### config.mk
export PLATFORM = sky130hd
export DESIGN_NAME = ivs_cfg_arb_flat
export DESIGN_NICKNAME = d
export VERILOG_FILES = /design/src/rtl/ivs_cfg_arb_if.sv /design/src/rtl/ivs_cfg_arb.sv /design/src/flat_wrapper.sv
export SDC_FILE = /design/constraint.sdc
export NUM_CORES = 1
export LEC_CHECK = 0
export CAP_MARGIN = 20
export CORE_ASPECT_RATIO = 0.9
export CORE_MARGIN = 1.5
export CORE_UTILIZATION = 42
export CTS_BUF_LIST = sky130_fd_sc_hd__clkbuf_8
export DETAILED_ROUTE_END_ITERATION = 12
export HOLD_SLACK_MARGIN = 0.15
export PLACE_DENSITY = 0.88
export SLEW_MARGIN = 25
export SYNTH_ARGS = -nofsm -noshare
export SYNTH_HDL_FRONTEND = slang
export SYNTH_SLANG_ARGS = --single-unit
### constraint.sdc
create_clock -name hclk -period 3.9 [get_ports hclk]
set_input_delay 0.39 -clock hclk [delete_from_list [all_inputs] [get_ports hclk]]
set_output_delay 0.39 -clock hclk [all_outputs]
set_load 0.01 [all_outputs]
### src/rtl/ivs_cfg_arb_if.sv
// Requester handshake and AHB-lite master bundle for the config-space arbiter.
// The master modport is the arbiter's view; slave is the requester/slave side.
interface ivs_cfg_arb_if;
    logic        req0_vld;
    logic        req0_wr;
    logic [11:0] req0_addr;
    logic [31:0] req0_wdata;
    logic        req0_ack;
    logic        req0_done;
    logic        req1_vld;
    logic        req1_wr;
    logic [11:0] req1_addr;
    logic [31:0] req1_wdata;
    logic        req1_ack;
    logic        req1_done;
    logic [31:0] rsp_rdata;
    logic        rsp_err;
    logic        hsel;
    logic [1:0]  htrans;
    logic        hwrite;
    logic [31:0] haddr;
    logic [31:0] hwdata;
    logic [2:0]  hsize;
    logic [2:0]  hburst;
    logic [3:0]  hprot;
    logic        hready_in;
    logic        hready;
    logic [31:0] hrdata;

    modport master (
        input  req0_vld, req0_wr, req0_addr, req0_wdata,
        input  req1_vld, req1_wr, req1_addr, req1_wdata,
        output req0_ack, req0_done, req1_ack, req1_done,
        output rsp_rdata, rsp_err,
        output hsel, htrans, hwrite, haddr, hwdata, hsize, hburst, hprot, hready_in,
        input  hready, hrdata
    );

    modport slave (
        output req0_vld, req0_wr, req0_addr, req0_wdata,
        output req1_vld, req1_wr, req1_addr, req1_wdata,
        input  req0_ack, req0_done, req1_ack, req1_done,
        input  rsp_rdata, rsp_err,
        input  hsel, htrans, hwrite, haddr, hwdata, hsize, hburst, hprot, hready_in,
        output hready, hrdata
    );
endinterface

### src/rtl/ivs_cfg_arb.sv
// Two-requester round-robin arbiter issuing single AHB-lite config transfers.
// Define IVS_CFG_ARB_TIMEOUT_EN to abort a stalled data phase after TO_CYC cycles.
module ivs_cfg_arb #(
    parameter int TO_CYC = 16
) (
    input  logic          hclk,
    input  logic          hrst,
    ivs_cfg_arb_if.master bus
);
    typedef enum logic [1:0] {IDLE, ADDR, DATA} state_t;

    state_t      state_q, state_d;
    logic        last_q;
    logic        gnt_q, gnt_d;
    logic        wr_q;
    logic [9:0]  addr_q;
    logic [31:0] wdata_q;
    logic        done0_q, done1_q;
    logic [31:0] rdata_q;
    logic        any_vld;
    logic        fin;
    logic        to_hit;

    assign any_vld = bus.req0_vld | bus.req1_vld;
    // Tie goes to whoever did not win last; otherwise the lone requester wins.
    assign gnt_d   = (bus.req0_vld && bus.req1_vld) ? ~last_q : bus.req1_vld;
    assign fin     = (state_q == DATA) && (bus.hready || to_hit);

`ifdef IVS_CFG_ARB_TIMEOUT_EN
    localparam int CNT_W = $clog2(TO_CYC + 1);
    logic [CNT_W-1:0] to_cnt_q;
    logic             err_q;

    always_ff @(posedge hclk) begin
        if (hrst) begin
            to_cnt_q <= '0;
            err_q    <= 1'b0;
        end else begin
            if (state_q == ADDR)
                to_cnt_q <= '0;
            else if (state_q == DATA && !bus.hready)
                to_cnt_q <= to_cnt_q + CNT_W'(1);
            if (fin)
                err_q <= to_hit;
        end
    end

    // hready on the limit cycle keeps the transfer a normal completion.
    assign to_hit      = (state_q == DATA) && !bus.hready && (to_cnt_q == CNT_W'(TO_CYC - 1));
    assign bus.rsp_err = err_q;
`else
    assign to_hit      = 1'b0;
    assign bus.rsp_err = 1'b0;
`endif

    always_ff @(posedge hclk) begin
        if (hrst) begin
            state_q <= IDLE;
            last_q  <= 1'b1;
            gnt_q   <= 1'b0;
            wr_q    <= 1'b0;
            addr_q  <= '0;
            wdata_q <= '0;
            done0_q <= 1'b0;
            done1_q <= 1'b0;
            rdata_q <= '0;
        end else begin
            state_q <= state_d;
            done0_q <= fin && !gnt_q;
            done1_q <= fin && gnt_q;
            if (state_q == IDLE && any_vld) begin
                gnt_q   <= gnt_d;
                last_q  <= gnt_d;
                wr_q    <= gnt_d ? bus.req1_wr : bus.req0_wr;
                addr_q  <= gnt_d ? bus.req1_addr[11:2] : bus.req0_addr[11:2];
                if (gnt_d)
                    wdata_q <= bus.req1_wr ? bus.req1_wdata : '0;
                else
                    wdata_q <= bus.req0_wr ? bus.req0_wdata : '0;
            end
            if (fin)
                rdata_q <= (wr_q || to_hit) ? '0 : bus.hrdata;
        end
    end

    always_comb begin
        state_d      = state_q;
        bus.hsel     = 1'b0;
        bus.htrans   = 2'b00;
        bus.hwrite   = 1'b0;
        bus.haddr    = '0;
        bus.hsize    = 3'b000;
        bus.hburst   = 3'b000;
        bus.hprot    = 4'b0000;
        bus.hwdata   = '0;
        bus.req0_ack = 1'b0;
        bus.req1_ack = 1'b0;
        case (state_q)
            IDLE: begin
                if (any_vld)
                    state_d = ADDR;
            end
            ADDR: begin
                state_d      = DATA;
                bus.hsel     = 1'b1;
                bus.htrans   = 2'b10;
                bus.hwrite   = wr_q;
                bus.haddr    = {20'b0, addr_q, 2'b00};
                bus.hsize    = 3'b010;
                bus.hprot    = 4'b0011;
                bus.req0_ack = !gnt_q;
                bus.req1_ack = gnt_q;
            end
            DATA: begin
                bus.hwdata = wdata_q;
                if (bus.hready || to_hit)
                    state_d = IDLE;
            end
            default: state_d = IDLE;
        endcase
    end

    assign bus.hready_in = 1'b1;
    assign bus.req0_done = done0_q;
    assign bus.req1_done = done1_q;
    assign bus.rsp_rdata = rdata_q;
endmodule

### src/flat_wrapper.sv
// flat-port wrapper written by rule: the top's interface ports become plain ports
module ivs_cfg_arb_flat 
#(
    parameter int TO_CYC = 16
)
  (hclk, hrst, bus_req0_vld, bus_req0_wr, bus_req0_addr, bus_req0_wdata, bus_req1_vld, bus_req1_wr, bus_req1_addr, bus_req1_wdata, bus_req0_ack, bus_req0_done, bus_req1_ack, bus_req1_done, bus_rsp_rdata, bus_rsp_err, bus_hsel, bus_htrans, bus_hwrite, bus_haddr, bus_hwdata, bus_hsize, bus_hburst, bus_hprot, bus_hready_in, bus_hready, bus_hrdata);
  ivs_cfg_arb_if bus_i ();
  input  logic hclk;
  input  logic hrst;
  input wire logic [$bits(bus_i.req0_vld)-1:0] bus_req0_vld;
  input wire logic [$bits(bus_i.req0_wr)-1:0] bus_req0_wr;
  input wire logic [$bits(bus_i.req0_addr)-1:0] bus_req0_addr;
  input wire logic [$bits(bus_i.req0_wdata)-1:0] bus_req0_wdata;
  input wire logic [$bits(bus_i.req1_vld)-1:0] bus_req1_vld;
  input wire logic [$bits(bus_i.req1_wr)-1:0] bus_req1_wr;
  input wire logic [$bits(bus_i.req1_addr)-1:0] bus_req1_addr;
  input wire logic [$bits(bus_i.req1_wdata)-1:0] bus_req1_wdata;
  output wire logic [$bits(bus_i.req0_ack)-1:0] bus_req0_ack;
  output wire logic [$bits(bus_i.req0_done)-1:0] bus_req0_done;
  output wire logic [$bits(bus_i.req1_ack)-1:0] bus_req1_ack;
  output wire logic [$bits(bus_i.req1_done)-1:0] bus_req1_done;
  output wire logic [$bits(bus_i.rsp_rdata)-1:0] bus_rsp_rdata;
  output wire logic [$bits(bus_i.rsp_err)-1:0] bus_rsp_err;
  output wire logic [$bits(bus_i.hsel)-1:0] bus_hsel;
  output wire logic [$bits(bus_i.htrans)-1:0] bus_htrans;
  output wire logic [$bits(bus_i.hwrite)-1:0] bus_hwrite;
  output wire logic [$bits(bus_i.haddr)-1:0] bus_haddr;
  output wire logic [$bits(bus_i.hwdata)-1:0] bus_hwdata;
  output wire logic [$bits(bus_i.hsize)-1:0] bus_hsize;
  output wire logic [$bits(bus_i.hburst)-1:0] bus_hburst;
  output wire logic [$bits(bus_i.hprot)-1:0] bus_hprot;
  output wire logic [$bits(bus_i.hready_in)-1:0] bus_hready_in;
  input wire logic [$bits(bus_i.hready)-1:0] bus_hready;
  input wire logic [$bits(bus_i.hrdata)-1:0] bus_hrdata;
  assign bus_i.req0_vld = bus_req0_vld;
  assign bus_i.req0_wr = bus_req0_wr;
  assign bus_i.req0_addr = bus_req0_addr;
  assign bus_i.req0_wdata = bus_req0_wdata;
  assign bus_i.req1_vld = bus_req1_vld;
  assign bus_i.req1_wr = bus_req1_wr;
  assign bus_i.req1_addr = bus_req1_addr;
  assign bus_i.req1_wdata = bus_req1_wdata;
  assign bus_req0_ack = bus_i.req0_ack;
  assign bus_req0_done = bus_i.req0_done;
  assign bus_req1_ack = bus_i.req1_ack;
  assign bus_req1_done = bus_i.req1_done;
  assign bus_rsp_rdata = bus_i.rsp_rdata;
  assign bus_rsp_err = bus_i.rsp_err;
  assign bus_hsel = bus_i.hsel;
  assign bus_htrans = bus_i.htrans;
  assign bus_hwrite = bus_i.hwrite;
  assign bus_haddr = bus_i.haddr;
  assign bus_hwdata = bus_i.hwdata;
  assign bus_hsize = bus_i.hsize;
  assign bus_hburst = bus_i.hburst;
  assign bus_hprot = bus_i.hprot;
  assign bus_hready_in = bus_i.hready_in;
  assign bus_i.hready = bus_hready;
  assign bus_i.hrdata = bus_hrdata;
  ivs_cfg_arb #(.TO_CYC(TO_CYC)) u_core (.hclk(hclk), .hrst(hrst), .bus(bus_i));
endmodule
==> results_tabular.tex <==
\begin{tabular}{lr}
\hline
Metric & Value \\
\hline
\multicolumn{2}{l}{\textbf{Run status}} \\
\quad Run status & finished clean \\
\multicolumn{2}{l}{\textbf{Clock tree}} \\
\quad TritonCTS buffer count & 9 \\
\quad Hold\_buf cts & 0 \\
\quad Clock network latency to the later pin of the worst-skew pair & roughly 0.35 ns \\
\quad Post-CTS setup buffer count & 0 \\
\quad Master cell of the clock root buffer & clkbuf\_8 \\
\quad Bufs on Longest Clock Path & 2 \\
\quad \# clock sinks & 81 \\
\quad Reg clk slew, reported paths & 0.09 ns \\
\quad CTS tree & built \\
\quad CTS-repair resized insts & 0 \\
\quad H-tree levels & 3 \\
\multicolumn{2}{l}{\textbf{STA}} \\
\quad Final setup TNS & 0 ns \\
\quad Number of failing hold endpoints at the final stage & 0 \\
\quad Share of the cycle needed by the critical path after routing & 0.663 \\
\quad Tightest Pin Transition & 0.877 ns \\
\quad Highest clock frequency the design can meet & 387 MHz \\
\quad Endpoints failing setup & 0 \\
\quad Worst-case setup margin in the final layout & between 1 and 1.5 ns \\
\quad Worst Skew & 0.0115 ns \\
\quad Count of pins over their slew limit & 0 \\
\quad Clock period minus worst slack & 2.59 ns \\
\quad Worst rel slew slack & 0.415 \\
\quad Unrepaired setup endpoints after global routing & no \\
\multicolumn{2}{l}{\textbf{Cells and area}} \\
\quad Final design area excluding fillers & 6190 um\^{}2 \\
\quad Area growth from synthesis to layout & 50.3\% \\
\quad Diode count & 0 \\
\quad Layout Utilization & 0.644 \\
\quad Ratio of cells with drive above 1 in the final layout & 0.118 \\
\quad Most frequent standard cell in the layout excluding fill and tap cells & clkdlybuf4s50\_1 \\
\quad Fill cell total of the finished layout & 788 \\
\quad Net count reported at finish & 742 \\
\quad Top library cells by usage in the layout, fill and taps aside & clkdlybuf4s50\_1 (203), dfxtp\_1 (81), nand3\_1 (65), a21oi\_1 (48), and2\_1 (45) \\
\quad Fin cells & 746 \\
\multicolumn{2}{l}{\textbf{Logic synthesis}} \\
\quad Yosys reg bits & 81 \\
\quad Number of flops mapped to enable cells by yosys & 0 \\
\quad Number of different library cells in the post-synthesis netlist & 28 \\
\quad Post-synthesis instance area & just over 4000 um\^{}2 \\
\quad Cells after Synth & 447 \\
\quad FFs w/ async S/R, synth & 0 \\
\quad Mean post-synth cell area & just over 9 um\^{}2 \\
\quad Predominant post-synthesis flop cell & dfxtp\_1 \\
\quad YS warnings & 0 \\
\quad Proportion of synthesized chip area in sequential cells & 0.394 \\
\multicolumn{2}{l}{\textbf{Power and ir drop}} \\
\quad Power per cell area & around 330 nW/um\^{}2 \\
\quad Leakage power of the design & 0.00223 uW \\
\quad Maximum vdd ir drop & 0.000239 V \\
\multicolumn{2}{l}{\textbf{Global routing}} \\
\quad Global-route total usage across every layer & 0.226 \\
\quad Vias in the first global route & 3731 \\
\quad Number of antenna violations at the first check in global routing & 0 \\
\quad Global route total overflow & 0 \\
\quad Largest net degree at the start of global routing & 52 \\
\quad First-pass GRT wire length & between 15 and 20 mm \\
\multicolumn{2}{l}{\textbf{Drt}} \\
\quad Post-DR vias/cell & 5.36 \\
\quad Routed wl met3 & 1.16 mm \\
\quad Met2 Wirelength & 6.16 mm \\
\quad WL final & 12.2 mm \\
\quad Vias & between 4000 and 5000 \\
\quad Average wire per standard cell & 16.4 um \\
\quad Drt first pass iters & 4 \\
\quad Met1 layer wirelength in the final routing & 4.69 mm \\
\quad Number of remaining DRC errors & 0 \\
\quad Number of routed nets with antenna violations & 0 \\
\quad Violation count after the first detailed-route iteration & 232 \\
\quad Uppermost routed layer & met4 \\
\multicolumn{2}{l}{\textbf{Setup path}} \\
\quad Required time of the critical path & 3.51 ns \\
\quad Largest incremental delay on the critical path & 0.58 ns \\
\quad R2R Path End & u\_core.wdata\_q[11]\$\_SDFFE\_PP0P\_ \\
\quad Worst-case reg-to-reg path depth & 4 \\
\quad Crit-path leading delay family & simple AND/OR/NAND/NOR gates \\
\quad Cell at the slowest stage of the critical path & and2b\_2 \\
\quad Number of buffer and inverter instances along the worst setup path & 1 \\
\quad Worst endpoint data arrival time & 2.20 ns \\
\quad Critical path capture point type & output port \\
\quad Worst setup path endpoint & bus\_hwdata[25] \\
\quad Max Fanout on Critical Path & 34 \\
\quad R2R setup slack & 1.83 ns \\
\quad Reg2reg start & u\_core.state\_q[1]\$\_SDFFE\_PP0P\_ \\
\quad Timing startpoint of the critical path & u\_core.state\_q[1]\$\_SDFFE\_PP0P\_ \\
\quad Type of origin of the critical path & flip-flop \\
\quad Critical Path Stages & 3 \\
\quad WS Path Type & flip-flop to output port \\
\quad Critical path, cell by cell & and2b\_2, and2\_1, clkdlybuf4s50\_1 \\
\multicolumn{2}{l}{\textbf{Placed design}} \\
\quad IO Port Bufs & $\sim$210 \\
\quad Instance count after placement with tap cells included & 730 \\
\quad Cell area after placement & 5990 um\^{}2 \\
\quad Routability cong. & 0.746 \\
\quad Pre-CTS setup slack & between 1 and 1.5 ns \\
\quad Detail Placement HPWL & $\sim$8.6 mm \\
\multicolumn{2}{l}{\textbf{Floorplanning}} \\
\quad CORE AREA & about 9600 um\^{}2 \\
\quad Effective utilization at floorplan & 0.428 \\
\quad Horizontal extent of the die & $\sim$110 um \\
\quad Die Ht & about 97 um \\
\quad Number of primary I/O pins & 243 \\
\quad Row cnt & 34 \\
\quad Floorplan die area & 10400 um\^{}2 \\
\multicolumn{2}{l}{\textbf{Min path}} \\
\quad Min-Delay Startpoint & u\_core.gnt\_q\$\_SDFFE\_PP0P\_ \\
\quad Type of the tightest min-delay check & flip-flop to flip-flop \\
\multicolumn{2}{l}{\textbf{Job}} \\
\quad Maxcap violations & 0 \\
\hline
\end{tabular}
-- per-layer routing --
metal	track usage	vias to the layer above
met5	0	-
met4	0.0729	0
met3	0.0667	16
met2	0.395	198
met1	0.262	1901
li1	-	1886
-- state kept, by name, summed over array words and instances (netlist names) --
signal	flops
u_core.gnt_q	1
u_core.state_q	2
u_core.last_q	1
u_core.addr_q	10
u_core.bus.req1_done	1
u_core.wr_q	1
u_core.bus.req0_done	1
u_core.bus.rsp_rdata	32
u_core.wdata_q	32
-- synth_stat cells, types with 2 or more instances --
cell type / n / area share
a21oi_1: 49 / 0.060
buf_4: 40 / 0.073
buf_1: 2 / 0.0018
nand2_1: 26 / 0.024
or3b_2: 3 / 0.0064
a22o_1: 29 / 0.062
clkbuf_1: 28 / 0.026
a311oi_1: 5 / 0.011
nand3_1: 65 / 0.079
nor2_1: 5 / 0.0046
nor2b_1: 2 / 0.0030
buf_6: 6 / 0.016
dfxtp_1: 81 / 0.39
conb_1: 2 / 0.0018
inv_1: 3 / 0.0027
and2_1: 45 / 0.068
buf_2: 8 / 0.0097
a311oi_2: 38 / 0.14
-- how the worst min path moves through the flow --
stage / to / cells past startpoint
after floorplan: u_core.bus.req0_done$_SDFF_PP0_ / 1
after global placement: u_core.bus.req0_done$_SDFF_PP0_ / 1
after detailed placement: u_core.bus.req0_done$_SDFF_PP0_ / 1
after CTS: u_core.bus.req0_done$_SDFF_PP0_ / 1
after global routing: u_core.bus.req0_done$_SDFF_PP0_ / 1
final: u_core.bus.req0_done$_SDFF_PP0_ / 1
-- kinds of logic (layout without fill, tap and decap cells) --
logic type,after synthesis,count (layout),share of synthesized area
flip-flops,81,81,0.394
buffers and inverters,87,230,0.129
AND/OR/NAND/NOR,151,151,0.195
other,2,32,0.00182
AO/OA/AOI/OAI,126,126,0.280
-- power by group --
part           total, uW  leakage (uW)  switching, uW  internal, uW
logic                515       0.00147            254           261
clock network        620     0.0000962            320           300
registers            928      0.000664           35.3           892
total               2060       0.00223            609          1450
-- layout make-up --
class / count / area (um^2) / share of cell area
Multi-Input combinational cell: 309 / 2110 / 0.340
Timing Repair Buffer: 211 / 2090 / 0.338
Sequential cell: 81 / 1620 / 0.262
Tap cell: 126 / 158 / 0.0255
Clock buffer: 9 / 124 / 0.0200
Clock inverter: 7 / 76.3 / 0.0123
Inverter: 3 / 11.3 / 0.00182
-- worst register-to-register path, stage by stage, from the launching register on --
cell	delay, ns
dfxtp_1	0.38
nor2_4	0.12
buf_4	0.43
and2_4	0.75
a311oi_2	0.22
-- stage by stage --
step	power, uW	hold slack (ns)
CTS	2080	0.434
floorplan	1270	0.407
global route	2160	0.455
finish	2060	0.430
detailed placement	1460	0.420
global placement	1440	0.420
Power figures use the tool's default switching activity.
